==> src/rtl/hack_boot_ctrl_if.sv <==
// Host byte-link interface for the Hack boot/debug controller.
//
// Purpose: carries the byte stream from the host UART/FIFO to the controller
// with a valid/ready handshake. A byte is transferred on a rising clock edge
// when rx_valid and rx_ready are both high.
//
// Signals:
//   rx_data   host byte
//   rx_valid  rx_data holds a byte to transfer
//   rx_ready  receiver can take a byte this cycle
//
// Modports:
//   master  host side (drives rx_data/rx_valid, observes rx_ready)
//   slave   controller side (observes rx_data/rx_valid, drives rx_ready)
interface hack_boot_ctrl_if;
  logic [7:0] rx_data;
  logic       rx_valid;
  logic       rx_ready;

  modport master (output rx_data, output rx_valid, input rx_ready);
  modport slave  (input rx_data, input rx_valid, output rx_ready);
endinterface

==> src/rtl/hack_boot_ctrl.sv <==
// Boot/debug sequencer for the Hack CPU.
//
// Purpose: decodes a byte-stream command protocol from the host, writes
// program words into the instruction ROM while holding the CPU in reset,
// and then runs, halts, single-steps or breakpoints the CPU through its
// reset and clock-enable pins.
//
// Commands (decoded only while the parser is idle):
//   'L' 0x4C  enter HOLD, then 16-bit word count N, then N 16-bit words
//   'R' 0x52  enter RUN (resuming from HALT executes a breakpointed insn once)
//   'H' 0x48  RUN -> HALT
//   'S' 0x53  in HALT, enable the CPU for exactly one cycle
//   'B' 0x42  16-bit breakpoint address, then arm the breakpoint
//   'C' 0x43  disarm the breakpoint
//   other     set the sticky err flag, byte dropped
// Multi-byte fields are big-endian.
//
// Ports:
//   clk        system clock, rising edge
//   reset_n    asynchronous active-low reset
//   host       byte link (slave modport): rx_data, rx_valid, rx_ready
//   rom_we     ROM write strobe, one cycle per word
//   rom_addr   ROM write address (word index modulo 2^ROM_AW)
//   rom_wdata  ROM write data
//   pc         CPU program counter
//   cpu_reset  active-high CPU reset, high while in HOLD
//   cpu_en     CPU clock enable
//   mode       0=HOLD 1=RUN 2=HALT
//   bp_valid   breakpoint armed
//   err        sticky unknown-command flag
module hack_boot_ctrl #(
  parameter int ROM_AW = 15,
  parameter int DATA_W = 16
) (
  input  logic              clk,
  input  logic              reset_n,
  hack_boot_ctrl_if.slave   host,
  output logic              rom_we,
  output logic [ROM_AW-1:0] rom_addr,
  output logic [DATA_W-1:0] rom_wdata,
  input  logic [15:0]       pc,
  output logic              cpu_reset,
  output logic              cpu_en,
  output logic [1:0]        mode,
  output logic              bp_valid,
  output logic              err
);

  localparam logic [7:0] CMD_LOAD  = 8'h4C;
  localparam logic [7:0] CMD_RUN   = 8'h52;
  localparam logic [7:0] CMD_HALT  = 8'h48;
  localparam logic [7:0] CMD_STEP  = 8'h53;
  localparam logic [7:0] CMD_BP    = 8'h42;
  localparam logic [7:0] CMD_CLRBP = 8'h43;

  typedef enum logic [1:0] {
    M_HOLD = 2'd0,
    M_RUN  = 2'd1,
    M_HALT = 2'd2
  } modeT;

  typedef enum logic [2:0] {
    P_CMD   = 3'd0,
    P_CNT_H = 3'd1,
    P_CNT_L = 3'd2,
    P_W_H   = 3'd3,
    P_W_L   = 3'd4,
    P_BP_H  = 3'd5,
    P_BP_L  = 3'd6
  } parserT;

  modeT              modeState;
  parserT            parserState;
  logic [7:0]        byteHi;      // high byte of the field being assembled
  logic [15:0]       wordsLeft;   // words still to receive in the current load
  logic [ROM_AW-1:0] wordIdx;     // next ROM address; wraps naturally
  logic [15:0]       bpAddr;
  logic              stepPulse;
  logic              bpSkip;
  logic              bpHit;
  logic              rxFire;
  logic [15:0]       rxField;     // big-endian 16-bit field completed by this byte

  // The only cycle the controller cannot take a byte is the ROM write cycle,
  // which keeps a new word from being assembled while the previous one lands.
  assign host.rx_ready = ~rom_we;
  assign rxFire        = host.rx_valid & host.rx_ready;
  assign rxField       = {byteHi, host.rx_data};

  // bpSkip masks the breakpoint for the first RUN cycle after a resume from
  // HALT, so resuming while parked on the breakpoint executes it once.
  assign bpHit     = bp_valid & (modeState == M_RUN) & (pc == bpAddr) & ~bpSkip;
  assign cpu_reset = (modeState == M_HOLD);
  assign cpu_en    = ((modeState == M_RUN) & ~bpHit) | stepPulse;
  assign mode      = modeState;

  always_ff @(posedge clk or negedge reset_n) begin
    if (!reset_n) begin
      modeState   <= M_HOLD;
      parserState <= P_CMD;
      byteHi      <= '0;
      wordsLeft   <= '0;
      wordIdx     <= '0;
      bpAddr      <= '0;
      stepPulse   <= 1'b0;
      bpSkip      <= 1'b0;
      rom_we      <= 1'b0;
      rom_addr    <= '0;
      rom_wdata   <= '0;
      bp_valid    <= 1'b0;
      err         <= 1'b0;
    end else begin
      rom_we    <= 1'b0;
      stepPulse <= 1'b0;
      bpSkip    <= 1'b0;

      // A breakpoint hit parks the CPU; a command accepted on the same edge
      // is processed afterwards and therefore takes precedence.
      if (bpHit) begin
        modeState <= M_HALT;
      end

      if (rxFire) begin
        unique case (parserState)
          P_CMD: begin
            case (host.rx_data)
              CMD_LOAD: begin
                modeState   <= M_HOLD;
                parserState <= P_CNT_H;
              end
              CMD_RUN: begin
                if (modeState == M_HALT) begin
                  bpSkip <= 1'b1;
                end
                modeState <= M_RUN;
              end
              CMD_HALT: begin
                if (modeState == M_RUN) begin
                  modeState <= M_HALT;
                end
              end
              CMD_STEP: begin
                if (modeState == M_HALT) begin
                  stepPulse <= 1'b1;
                end
              end
              CMD_BP: begin
                parserState <= P_BP_H;
              end
              CMD_CLRBP: begin
                bp_valid <= 1'b0;
              end
              default: begin
                err <= 1'b1;
              end
            endcase
          end
          P_CNT_H: begin
            byteHi      <= host.rx_data;
            parserState <= P_CNT_L;
          end
          P_CNT_L: begin
            wordsLeft   <= rxField;
            wordIdx     <= '0;
            parserState <= (rxField == 16'd0) ? P_CMD : P_W_H;
          end
          P_W_H: begin
            byteHi      <= host.rx_data;
            parserState <= P_W_L;
          end
          P_W_L: begin
            rom_we      <= 1'b1;
            rom_addr    <= wordIdx;
            rom_wdata   <= DATA_W'(rxField);
            wordIdx     <= wordIdx + ROM_AW'(1);
            wordsLeft   <= wordsLeft - 16'd1;
            parserState <= (wordsLeft == 16'd1) ? P_CMD : P_W_H;
          end
          P_BP_H: begin
            byteHi      <= host.rx_data;
            parserState <= P_BP_L;
          end
          P_BP_L: begin
            bpAddr      <= rxField;
            bp_valid    <= 1'b1;
            parserState <= P_CMD;
          end
          default: begin
            parserState <= P_CMD;
          end
        endcase
      end
    end
  end

endmodule

==> src/flat_wrapper.sv <==
// flat-port wrapper written by rule: the top's interface ports become plain ports
module hack_boot_ctrl_flat 
#(
  parameter int ROM_AW = 15,
  parameter int DATA_W = 16
)
  (clk, reset_n, rom_we, rom_addr, rom_wdata, pc, cpu_reset, cpu_en, mode, bp_valid, err, host_rx_data, host_rx_valid, host_rx_ready);
  hack_boot_ctrl_if host_i ();
  input  logic clk;
  input  logic reset_n;
  output logic rom_we;
  output logic [ROM_AW-1:0] rom_addr;
  output logic [DATA_W-1:0] rom_wdata;
  input  logic [15:0] pc;
  output logic cpu_reset;
  output logic cpu_en;
  output logic [1:0] mode;
  output logic bp_valid;
  output logic err;
  input wire logic [$bits(host_i.rx_data)-1:0] host_rx_data;
  input wire logic [$bits(host_i.rx_valid)-1:0] host_rx_valid;
  output wire logic [$bits(host_i.rx_ready)-1:0] host_rx_ready;
  assign host_i.rx_data = host_rx_data;
  assign host_i.rx_valid = host_rx_valid;
  assign host_rx_ready = host_i.rx_ready;
  hack_boot_ctrl #(.ROM_AW(ROM_AW), .DATA_W(DATA_W)) u_core (.clk(clk), .reset_n(reset_n), .host(host_i), .rom_we(rom_we), .rom_addr(rom_addr), .rom_wdata(rom_wdata), .pc(pc), .cpu_reset(cpu_reset), .cpu_en(cpu_en), .mode(mode), .bp_valid(bp_valid), .err(err));
endmodule
==> config.mk <==
export PLATFORM = sky130hd
export DESIGN_NAME = hack_boot_ctrl_flat
export DESIGN_NICKNAME = d
export VERILOG_FILES = /design/src/rtl/hack_boot_ctrl_if.sv /design/src/rtl/hack_boot_ctrl.sv /design/src/flat_wrapper.sv
export SDC_FILE = /design/constraint.sdc
export NUM_CORES = 1
export LEC_CHECK = 0
export CORE_MARGIN = 4
export CORE_UTILIZATION = 35
export CTS_CLUSTER_DIAMETER = 120
export DETAILED_ROUTE_END_ITERATION = 8
export PLACE_DENSITY = 0.65
export SLEW_MARGIN = 20
export SYNTH_ARGS = -nofsm -noshare
export SYNTH_HDL_FRONTEND = slang
export SYNTH_SLANG_ARGS = --single-unit
==> constraint.sdc <==
create_clock -name clk -period 2.4 [get_ports clk]
set_clock_uncertainty 0.05 [all_clocks]
set_input_delay 0.72 -clock clk [delete_from_list [all_inputs] [get_ports clk]]
set_output_delay 0.72 -clock clk [all_outputs]
set_load 0.03 [all_outputs]
==> After elaboration in Yosys (flattened, before gate mapping) <==
Cells that the tools add are included.
{ "word_totals": {"ff_bits": 96, "latchBits": 0, "ram_bits": 0, "rom_bits": 0, "output_inout_bits": 39, "mem_count": 0} }
{ "classes": {"add_sub_neg": 2, "multipliers": 0, "div_mod_pow": 0, "magnitude_cmp": 0, "eq_ne": 18, "shifts": 0, "n_mux": 22, "bitwise_logic": 10, "reduce_logical": 14} }
{ "op_table": {"columns": ["cell", "n"], "rows": [
  ["8-bit by 7-bit equality test with 1-bit output (second input constant)", 6],
  ["16-bit case mux with 2 select lines", 1],
  ["15-bit case mux with 2 select lines", 1],
  ["3-bit case mux with 6 select lines", 1],
  ["16-bit by 1-bit equality test with 1-bit output (second input constant)", 1],
  ["16-bit equality test", 1],
  ["16-bit logical NOT", 1],
  ["16-bit by 1-bit subtractor with 16-bit output (second input constant)", 1],
  ["15-bit by 1-bit adder with 15-bit output (second input constant)", 1],
  ["2-bit two-way mux", 6],
  ["1-bit two-way mux", 10],
  ["2-bit AND reduction", 5],
  ["3-bit equality test (second input constant)", 3],
  ["3-bit by 2-bit equality test with 1-bit output (second input constant)", 2],
  ["2-bit case mux with 3 select lines", 1],
  ["3-bit case mux with 2 select lines", 1],
  ["3-bit AND reduction", 2],
  ["6-bit OR reduction", 1],
  ["1-bit bitwise AND", 5],
  ["1-bit inverter", 4],
  ["2-bit nonzero test", 2],
  ["3-bit by 1-bit equality test with 1-bit output (second input constant)", 1],
  ["3-bit logical NOT", 1],
  ["3-bit != test (second input constant)", 1],
  ["other kinds (7)", 7]
]} }

==> Depth between registers and ports, before layout <==
Gate-level depths: netlist of run 1.
{ "depth": {"word_depth": 9, "depth_mapped": 8, "mapped_depth_nobuf": 7} }

==> Least setup slack after synthesis of run 1 <==
Ideal clock, no wire load.
{ "synth_path": {"kind": "input to output", "from": "input port pc[5]", "to": "output port cpu_en", "arrival_ns": 1.549, "t_required_ns": 1.630, "path_slack_ns": 0.081, "cell_stages": 4, "path_buffers": 0, "cell_sequence": "xor2_1 nor4_1 nand4_1 a21o_1"} }
{ "synth_via": {"elab_chain_len": 6} }
{ "synth_lines": {"columns": ["element", "line", "source"], "rows": [
  ["from (decl)", "flat_wrapper.sv:14", "input logic [15:0] pc;"],
  ["16-bit equality test", "hack_boot_ctrl.sv:92", "assign bpHit = bp_valid & (modeState == M_RUN) & (pc == bpAddr) & ~bpSkip;"],
  ["1-bit bitwise AND (2 in series)", "hack_boot_ctrl.sv:92", null],
  ["1-bit inverter", "hack_boot_ctrl.sv:94", "assign cpu_en = ((modeState == M_RUN) & ~bpHit) | stepPulse;"],
  ["1-bit bitwise AND", "hack_boot_ctrl.sv:94", null],
  ["1-bit OR", "hack_boot_ctrl.sv:94", null],
  ["to (decl)", "flat_wrapper.sv:16", "output logic cpu_en;"]
]} }
Every way passes these cells.

==> Worst setup path in the final report of run 1 <==
{ "layout_path": {"from": "input port pc[6]", "to": "output port cpu_en"} }
Same word-level chain as after synthesis.

==> results of run 1 <==
final cells by class:
cell class | instances | area, µm² | share of cell area, %
Sequential cell | 96 | 2402 | 39.88
Multi-Input combinational cell | 360 | 2130 | 35.36
Timing Repair Buffer | 103 | 953.4 | 15.83
Clock buffer | 11 | 232.7 | 3.864
Tap cell | 172 | 215.2 | 3.573
Clock inverter | 5 | 56.30 | 0.9348
Inverter | 9 | 33.78 | 0.5609
report_power, final:
part | internal, mW | switching, mW
sequential | 2.15 | 0.564
clock | 0.809 | 0.605
combinational | 1.03 | 1.16
total | 3.99 | 2.33
cells by family after synthesis:
logic type,count (synthesis),synth area share (%)
and+or+nand+nor,211,21.55
AOI/OAI and AO/OA,103,13.41
DFF,96,51.39
buffers and inverters,39,3.346
muxes,26,6.317
xor gates and xnor gates,17,3.185
adders and majority gates,3,0.8031
path summary, 6_finish.rpt:
kind	to	slack (ns)	depth (start not counted)
min in group clk	u_core.err	0.42	1
worst max register to register	u_core.wordsLeft[14]	0.42	7
worst min-delay path	u_core.rom_wdata[14]	0.34	2
worst max-delay path	cpu_en	-0.13	6
worst min register to register	u_core.err	0.42	1
max in group asynchronous	u_core.wordsLeft[14]	1.50	2
Yosys cell counts, drive strengths merged, types with 5 or more instances:
cell type	number
dfrtp	96
nor2	22
a21oi	18
nor4	8
nand3	14
nand2b	5
nand4	10
mux2	25
xor2	11
clkbuf	22
a31oi	7
o21ai	42
o22ai	5
buf	8
a2bb2oi	6
inv	9
o31ai	6
nor2b	6
xnor2	6
nand2	117
nor3	8
a22oi	5
metrics by stage:
step	std cells	total power, mW	setup WS, ns	hold WS [ns]
after floorplan	495	4.036	0.08110	0.3744
after global placement	740	4.866	-0.9349	0.4033
after detailed placement	740	4.956	-0.9272	0.4052
after CTS	756	6.374	-0.1325	0.4015
after global routing	756	6.725	-0.2050	0.3926
final	756	6.318	-0.1258	0.3413
flip-flops by register name, summed over array words and instances, names as in the netlist, 2 cells and up:
signal              count
u_core.wordsLeft       16
u_core.bpAddr          16
u_core.mode             2
u_core.wordIdx         15
u_core.rom_wdata       16
u_core.byteHi           8
u_core.parserState      3
u_core.rom_addr        15
layer usage:
layer / vias up / part of all wire [%] / GRT usage [%]
met5: - / 0 / 0
met4: 0 / 0.82 / 3.183
met2: 119 / 47 / 26.40
met1: 1901 / 46 / 21.52
met3: 10 / 6.6 / 4.575
li1: 1913 / - / -
worst reg2reg max path: cells and delay by family, from the launching register on:
family | cells | cell delay (ns)
buf+inv | 1 | 0.11
fa+ha+maj | 1 | 0.20
compound gates | 2 | 0.32
simple gates | 3 | 0.78
flops | 1 | 0.44
what timing repair did:
| item | CTS | global route |
|---|---|---|
| pin swaps | 13 | 0 |
| endpoints found under the setup margin | 2 | 2 |
| buffers inserted | 0 | 0 |
| hold buffers | 0 | 0 |
| gates resized for setup | 61 | 3 |
==> reports/qor.json, run 1 <==
{
  "cpLargestDelayFamily": {"value": "simple AND/OR/NAND/NOR gates"},
  "die-width": {"value": 123.6, "unit": "µm"},
  "vertical_die_dimension": {"value": 123.6, "unit": "µm"},
  "number_of_global_route_vias_before_repair": {"value": 3831},
  "async_flop_share": {"value": 100.0, "unit": "%"},
  "cpPeakStageDelay": {"value": 0.29, "unit": "ns"},
  "worst_setup_path_startpoint": {"value": "pc[6]"},
  "cts.path.max_buffers": {"value": 2},
  "power_density": {"value": 1049, "unit": "nW/µm²"},
  "vias_per_cell": {"value": 5.216},
  "numCtsBuffers": {"value": 9},
  "layout.core_utilization": {"value": 46.97, "unit": "%"},
  "design_area": {"value": 6023, "unit": "µm²"},
  "final_net_count": {"value": 609},
  "maximum_number_of_pins_on_one_net_before_global_route_repair": {"value": 97},
  "synth_top_area_cell": {"value": "sky130_fd_sc_hd__dfrtp_1"},
  "layout_worst_path_cycle_share": {"value": 105.2, "unit": "%"},
  "timing.fmax": {"value": 395.9, "unit": "MHz"},
  "post_synth_instance_area": {"value": 4674, "unit": "µm²"},
  "finalWirelength": {"value": 11770, "unit": "µm"},
  "synth_area_per_cell": {"value": 9.443, "unit": "µm²"},
  "synth.area.top_cells": {"value": "sky130_fd_sc_hd__dfrtp_1 51%, sky130_fd_sc_hd__nand2_1 9.4%, sky130_fd_sc_hd__mux2_1 3.9%"},
  "data_arrival_time_of_the_worst_path": {"value": 1.76, "unit": "ns"},
  "peakVddDrop": {"value": 469.3, "unit": "µV"},
  "cellLeakagePower": {"value": 2.691, "unit": "nW"},
  "dr_total_vias": {"value": 3943},
  "die_area": {"value": 15270, "unit": "µm²"},
  "startpoint_type": {"value": "input port"},
  "clkTransAtPathRegs": {"value": 0.07, "unit": "ns"},
  "worstMarginPinSlew": {"value": 0.5882, "unit": "ns"},
  "timing_worst_setup_path_type": {"value": "input port to output port"},
  "status": {"value": "complete, but fails checks"},
  "violated_checks": {"value": "setup timing"},
  "timing.max_slew.rel_slack": {"value": 60.43, "unit": "%"},
  "dp.final_hpwl": {"value": 8171, "unit": "µm"},
  "final_cell_mix": {"value": "116 x sky130_fd_sc_hd__nand2_1, 96 x sky130_fd_sc_hd__dfrtp_1, 46 x sky130_fd_sc_hd__clkdlybuf4s50_1, 34 x sky130_fd_sc_hd__buf_4, 31 x sky130_fd_sc_hd__o21ai_1"},
  "number_of_failing_setup_endpoints_in_the_final_timing_report": {"value": 1},
  "drt-initial-drc-count": {"value": 200},
  "wl_per_cell": {"value": 15.57, "unit": "µm"},
  "synth_nets": {"value": 525},
  "grt.total_usage": {"value": 16.13, "unit": "%"},
  "max-cap-violations": {"value": 0},
  "postSynthCellCount": {"value": 495},
  "critical_path.endpoint_type": {"value": "output port"},
  "grt_antenna_before_repair": {"value": 0},
  "diode_count": {"value": 0},
  "start_util": {"value": 36.45, "unit": "%"},
  "final_hold_viol_count": {"value": 0},
  "slew_violations": {"value": 0},
  "placement.io_buffers": {"value": 65},
  "fin_crit": {"value": 2.526, "unit": "ns"},
  "cts_root_buf": {"value": "sky130_fd_sc_hd__clkbuf_16"},
  "detail_route.drc_violations": {"value": 0},
  "number_of_enable_type_register_cells_in_the_synthesized_netlist": {"value": 0},
  "syn_to_final_growth": {"value": 28.85, "unit": "%"},
  "clock_insertion_delay_at_the_later_pin_of_the_skew_report": {"value": 0.34, "unit": "ns"},
  "drt.antenna.violating_nets": {"value": 0},
  "cts_tree": {"value": "yes"},
  "number_of_synthesis_warnings": {"value": 0},
  "critical-path-slowest-cell": {"value": "sky130_fd_sc_hd__nor4_1"},
  "wire_length_of_the_first_global_routing_pass": {"value": 19400, "unit": "µm"},
  "gp_congestion": {"value": 0.8053},
  "core-area": {"value": 12820, "unit": "µm²"},
  "finalWorstSetupSlack": {"value": -0.1258, "unit": "ns"},
  "synthDominantCellAreaShare": {"value": 51.39, "unit": "%"},
  "synth_sequential_area_ratio": {"value": 51.39, "unit": "%"},
  "most_common_cell_after_layout_fill_and_taps_aside": {"value": "sky130_fd_sc_hd__nand2_1"},
  "first_pass_iters": {"value": 4},
  "dominantRegCellSynth": {"value": "sky130_fd_sc_hd__dfrtp_1"},
  "rsz0062_at_grt": {"value": "true"},
  "crit_path_cell_trace": {"value": "buf_6, xor2_1, nor4_1, nand4_1, a21o_1, buf_6"},
  "clock-sinks": {"value": 96},
  "worst_hold_path_type": {"value": "input port to async pin"},
  "worst_path_fanout_max": {"value": 2},
  "cp_common_cell": {"value": "sky130_fd_sc_hd__buf_6"},
  "nFillCells": {"value": 1243},
  "detailed_place.area": {"value": 5771, "unit": "µm²"},
  "rows": {"value": 41},
  "worst-endpoint-required": {"value": 1.63, "unit": "ns"},
  "synth.lib_cells_used.distinct": {"value": 54},
  "num_io_pins": {"value": 66},
  "cts_htree_levels": {"value": 3},
  "crit_buf_inv": {"value": 2},
  "totalNegativeSetupSlack": {"value": -0.1258, "unit": "ns"},
  "drive_gt1_share": {"value": 14.73, "unit": "%"},
  "r2r_start": {"value": "u_core.wordsLeft[0]"},
  "grt_remaining_overflow": {"value": 0},
  "synth_seq_cells": {"value": 96}
}
Power figures use the tool's default switching activity.
==> run 2: changes to the inputs <==
Settings changed: CORE_MARGIN 4 to not set.
==> run 2 against run 1 <==
The flow still finishes with violations (setup timing); non-clock buffer count is 9 higher; hold slack worse by 0.13 ns; register-to-register slack lost 0.50 ns; routed wire length shrank 0.14%; die area is 9.5% lower; combinational power is essentially flat; core utilization grew 1.1 points; via count fell by 0.13%; setup slack lost 0.066 ns; global-route usage is 1.9 points higher; largest power group unchanged.
==> reports/qor.json, run 2 (synthesized netlist as in run 1, its figures left out) <==
{
  "max-cap-violations": {"value": 0},
  "vias_per_cell": {"value": 5.148},
  "number_of_global_route_vias_before_repair": {"value": 3960},
  "power_density": {"value": 1035, "unit": "nW/µm²"},
  "final_cell_mix": {"value": "116 x sky130_fd_sc_hd__nand2_1, 96 x sky130_fd_sc_hd__dfrtp_1, 46 x sky130_fd_sc_hd__clkdlybuf4s50_1, 37 x sky130_fd_sc_hd__buf_4, 31 x sky130_fd_sc_hd__o21ai_1"},
  "worstMarginPinSlew": {"value": 0.5857, "unit": "ns"},
  "finalWirelength": {"value": 11760, "unit": "µm"},
  "maximum_number_of_pins_on_one_net_before_global_route_repair": {"value": 42},
  "critical_path.endpoint_type": {"value": "output port"},
  "detail_route.drc_violations": {"value": 0},
  "final_power": {"value": 6.379, "unit": "mW"},
  "cts_htree_levels": {"value": 3},
  "post_layout_nonfiller_instances": {"value": 765},
  "worst_path_fanout_max": {"value": 2},
  "final_hold_viol_count": {"value": 0},
  "data_arrival_time_of_the_worst_path": {"value": 1.82, "unit": "ns"},
  "fin_crit": {"value": 2.591, "unit": "ns"},
  "numCtsBuffers": {"value": 9},
  "critical-path-slowest-cell": {"value": "sky130_fd_sc_hd__nor4_2"},
  "rsz0062_at_grt": {"value": "true"},
  "cp_common_cell": {"value": "sky130_fd_sc_hd__buf_6"},
  "drt.antenna.violating_nets": {"value": 0},
  "peakVddDrop": {"value": 507.9, "unit": "µV"},
  "core-area": {"value": 12820, "unit": "µm²"},
  "cellLeakagePower": {"value": 2.752, "unit": "nW"},
  "drive_gt1_share": {"value": 16.36, "unit": "%"},
  "startpoint_type": {"value": "input port"},
  "timing.max_slew.rel_slack": {"value": 60.81, "unit": "%"},
  "grt_remaining_overflow": {"value": 0},
  "die-width": {"value": 117.6, "unit": "µm"},
  "dp.final_hpwl": {"value": 8142, "unit": "µm"},
  "syn_to_final_growth": {"value": 31.83, "unit": "%"},
  "cts.path.max_buffers": {"value": 2},
  "reg_top3": {"value": "u_core.bpAddr x16, u_core.rom_wdata x16, u_core.wordsLeft x16"},
  "first_pass_iters": {"value": 4},
  "gp_congestion": {"value": 0.8044},
  "placement.io_buffers": {"value": 65},
  "clock_insertion_delay_at_the_later_pin_of_the_skew_report": {"value": 0.34, "unit": "ns"},
  "grt_antenna_before_repair": {"value": 0},
  "number_of_failing_setup_endpoints_in_the_final_timing_report": {"value": 3},
  "dr_total_vias": {"value": 3938},
  "nFillCells": {"value": 1213},
  "finalWorstSetupSlack": {"value": -0.1914, "unit": "ns"},
  "rows": {"value": 41},
  "clock-sinks": {"value": 96},
  "final_net_count": {"value": 618},
  "crit_path_cell_trace": {"value": "buf_6, xor2_1, nor4_2, nand4_1, a21o_1, buf_6"},
  "clkTransAtPathRegs": {"value": 0.07, "unit": "ns"},
  "cts_tree": {"value": "yes"},
  "vertical_die_dimension": {"value": 117.6, "unit": "µm"},
  "drt-initial-drc-count": {"value": 187},
  "slew_violations": {"value": 0},
  "worst-endpoint-required": {"value": 1.63, "unit": "ns"},
  "start_util": {"value": 36.45, "unit": "%"},
  "post_cts_hold_buffer_count": {"value": 0},
  "timing_worst_setup_path_type": {"value": "input port to output port"},
  "status": {"value": "complete, but fails checks"},
  "die_area": {"value": 13820, "unit": "µm²"},
  "layout_worst_path_cycle_share": {"value": 108.0, "unit": "%"},
  "violated_checks": {"value": "setup timing"},
  "wire_length_of_the_first_global_routing_pass": {"value": 20200, "unit": "µm"},
  "num_io_pins": {"value": 66},
  "cpLargestDelayFamily": {"value": "simple AND/OR/NAND/NOR gates"},
  "diode_count": {"value": 0},
  "wl_per_cell": {"value": 15.37, "unit": "µm"},
  "numPlacedInstances": {"value": 741},
  "most_common_cell_after_layout_fill_and_taps_aside": {"value": "sky130_fd_sc_hd__nand2_1"},
  "worst_hold_path_type": {"value": "input port to async pin"},
  "grt.total_usage": {"value": 18.04, "unit": "%"},
  "timing.fmax": {"value": 385.9, "unit": "MHz"},
  "cpPeakStageDelay": {"value": 0.31, "unit": "ns"},
  "cts_root_buf": {"value": "sky130_fd_sc_hd__clkbuf_16"},
  "crit_buf_inv": {"value": 2}
}
run 2: stage by stage:
stage	hold slack (ns)	utilization, %	cell area, µm²	setup WS, ns	TNS (ns)
5_1_grt	0.2170	48.05	6162	-0.2872	-0.6410
2_1_floorplan	0.3744	-	4674	0.08110	0
3_5_place_dp	0.4072	45.15	5791	-0.9887	-1.313
4_1_cts	0.2018	47.89	6142	-0.1478	-0.1478
3_3_place_gp	0.4069	45.15	5791	-0.9378	-1.305
6_report	0.2074	48.05	6162	-0.1914	-0.3407
run 2: cell type report:
class / instances / area, µm² / area share (%)
clock buffer: 10 / 229.0 / 3.716
inverter: 9 / 33.78 / 0.5482
multi-input combinational: 360 / 2156 / 34.98
clock inverter: 6 / 67.56 / 1.096
sequential: 96 / 2402 / 38.98
tap: 172 / 215.2 / 3.492
timing repair buffer: 112 / 1059 / 17.18
run 2: timing repair:
action / CTS / global route
pin swaps: 15 / 2
setup buffers: 8 / 0
setup endpoints to repair: 2 / 3
resized for setup: 58 / 5
run 2: worst paths after layout:
check	from	slack [ns]	cells after the start	endpoint
setup / recovery	pc[6]	-0.19	6	cpu_en
hold / removal	reset_n	0.21	1	u_core.rom_wdata[12]
setup reg to reg	u_core.bpAddr[3]	-0.08	13	u_core.mode[0]
hold reg to reg	u_core.err	0.42	1	u_core.err
max in group asynchronous	reset_n	1.54	2	u_core.wordIdx[9]
min in group clk	u_core.err	0.42	1	u_core.err
run 2: routing by layer:
layer  global-route usage (%)  share of wire [%]
met5                        0                  0
met4                    4.567               0.61
met3                    3.585                3.6
met2                    29.92                 49
met1                    24.09                 47
run 2: power by group:
group	total [mW]	leakage [nW]	switching, mW	internal, mW
sequential	2.72	1.23	0.577	2.14
combinational	2.22	1.38	1.17	1.05
clock	1.44	0.139	0.629	0.814
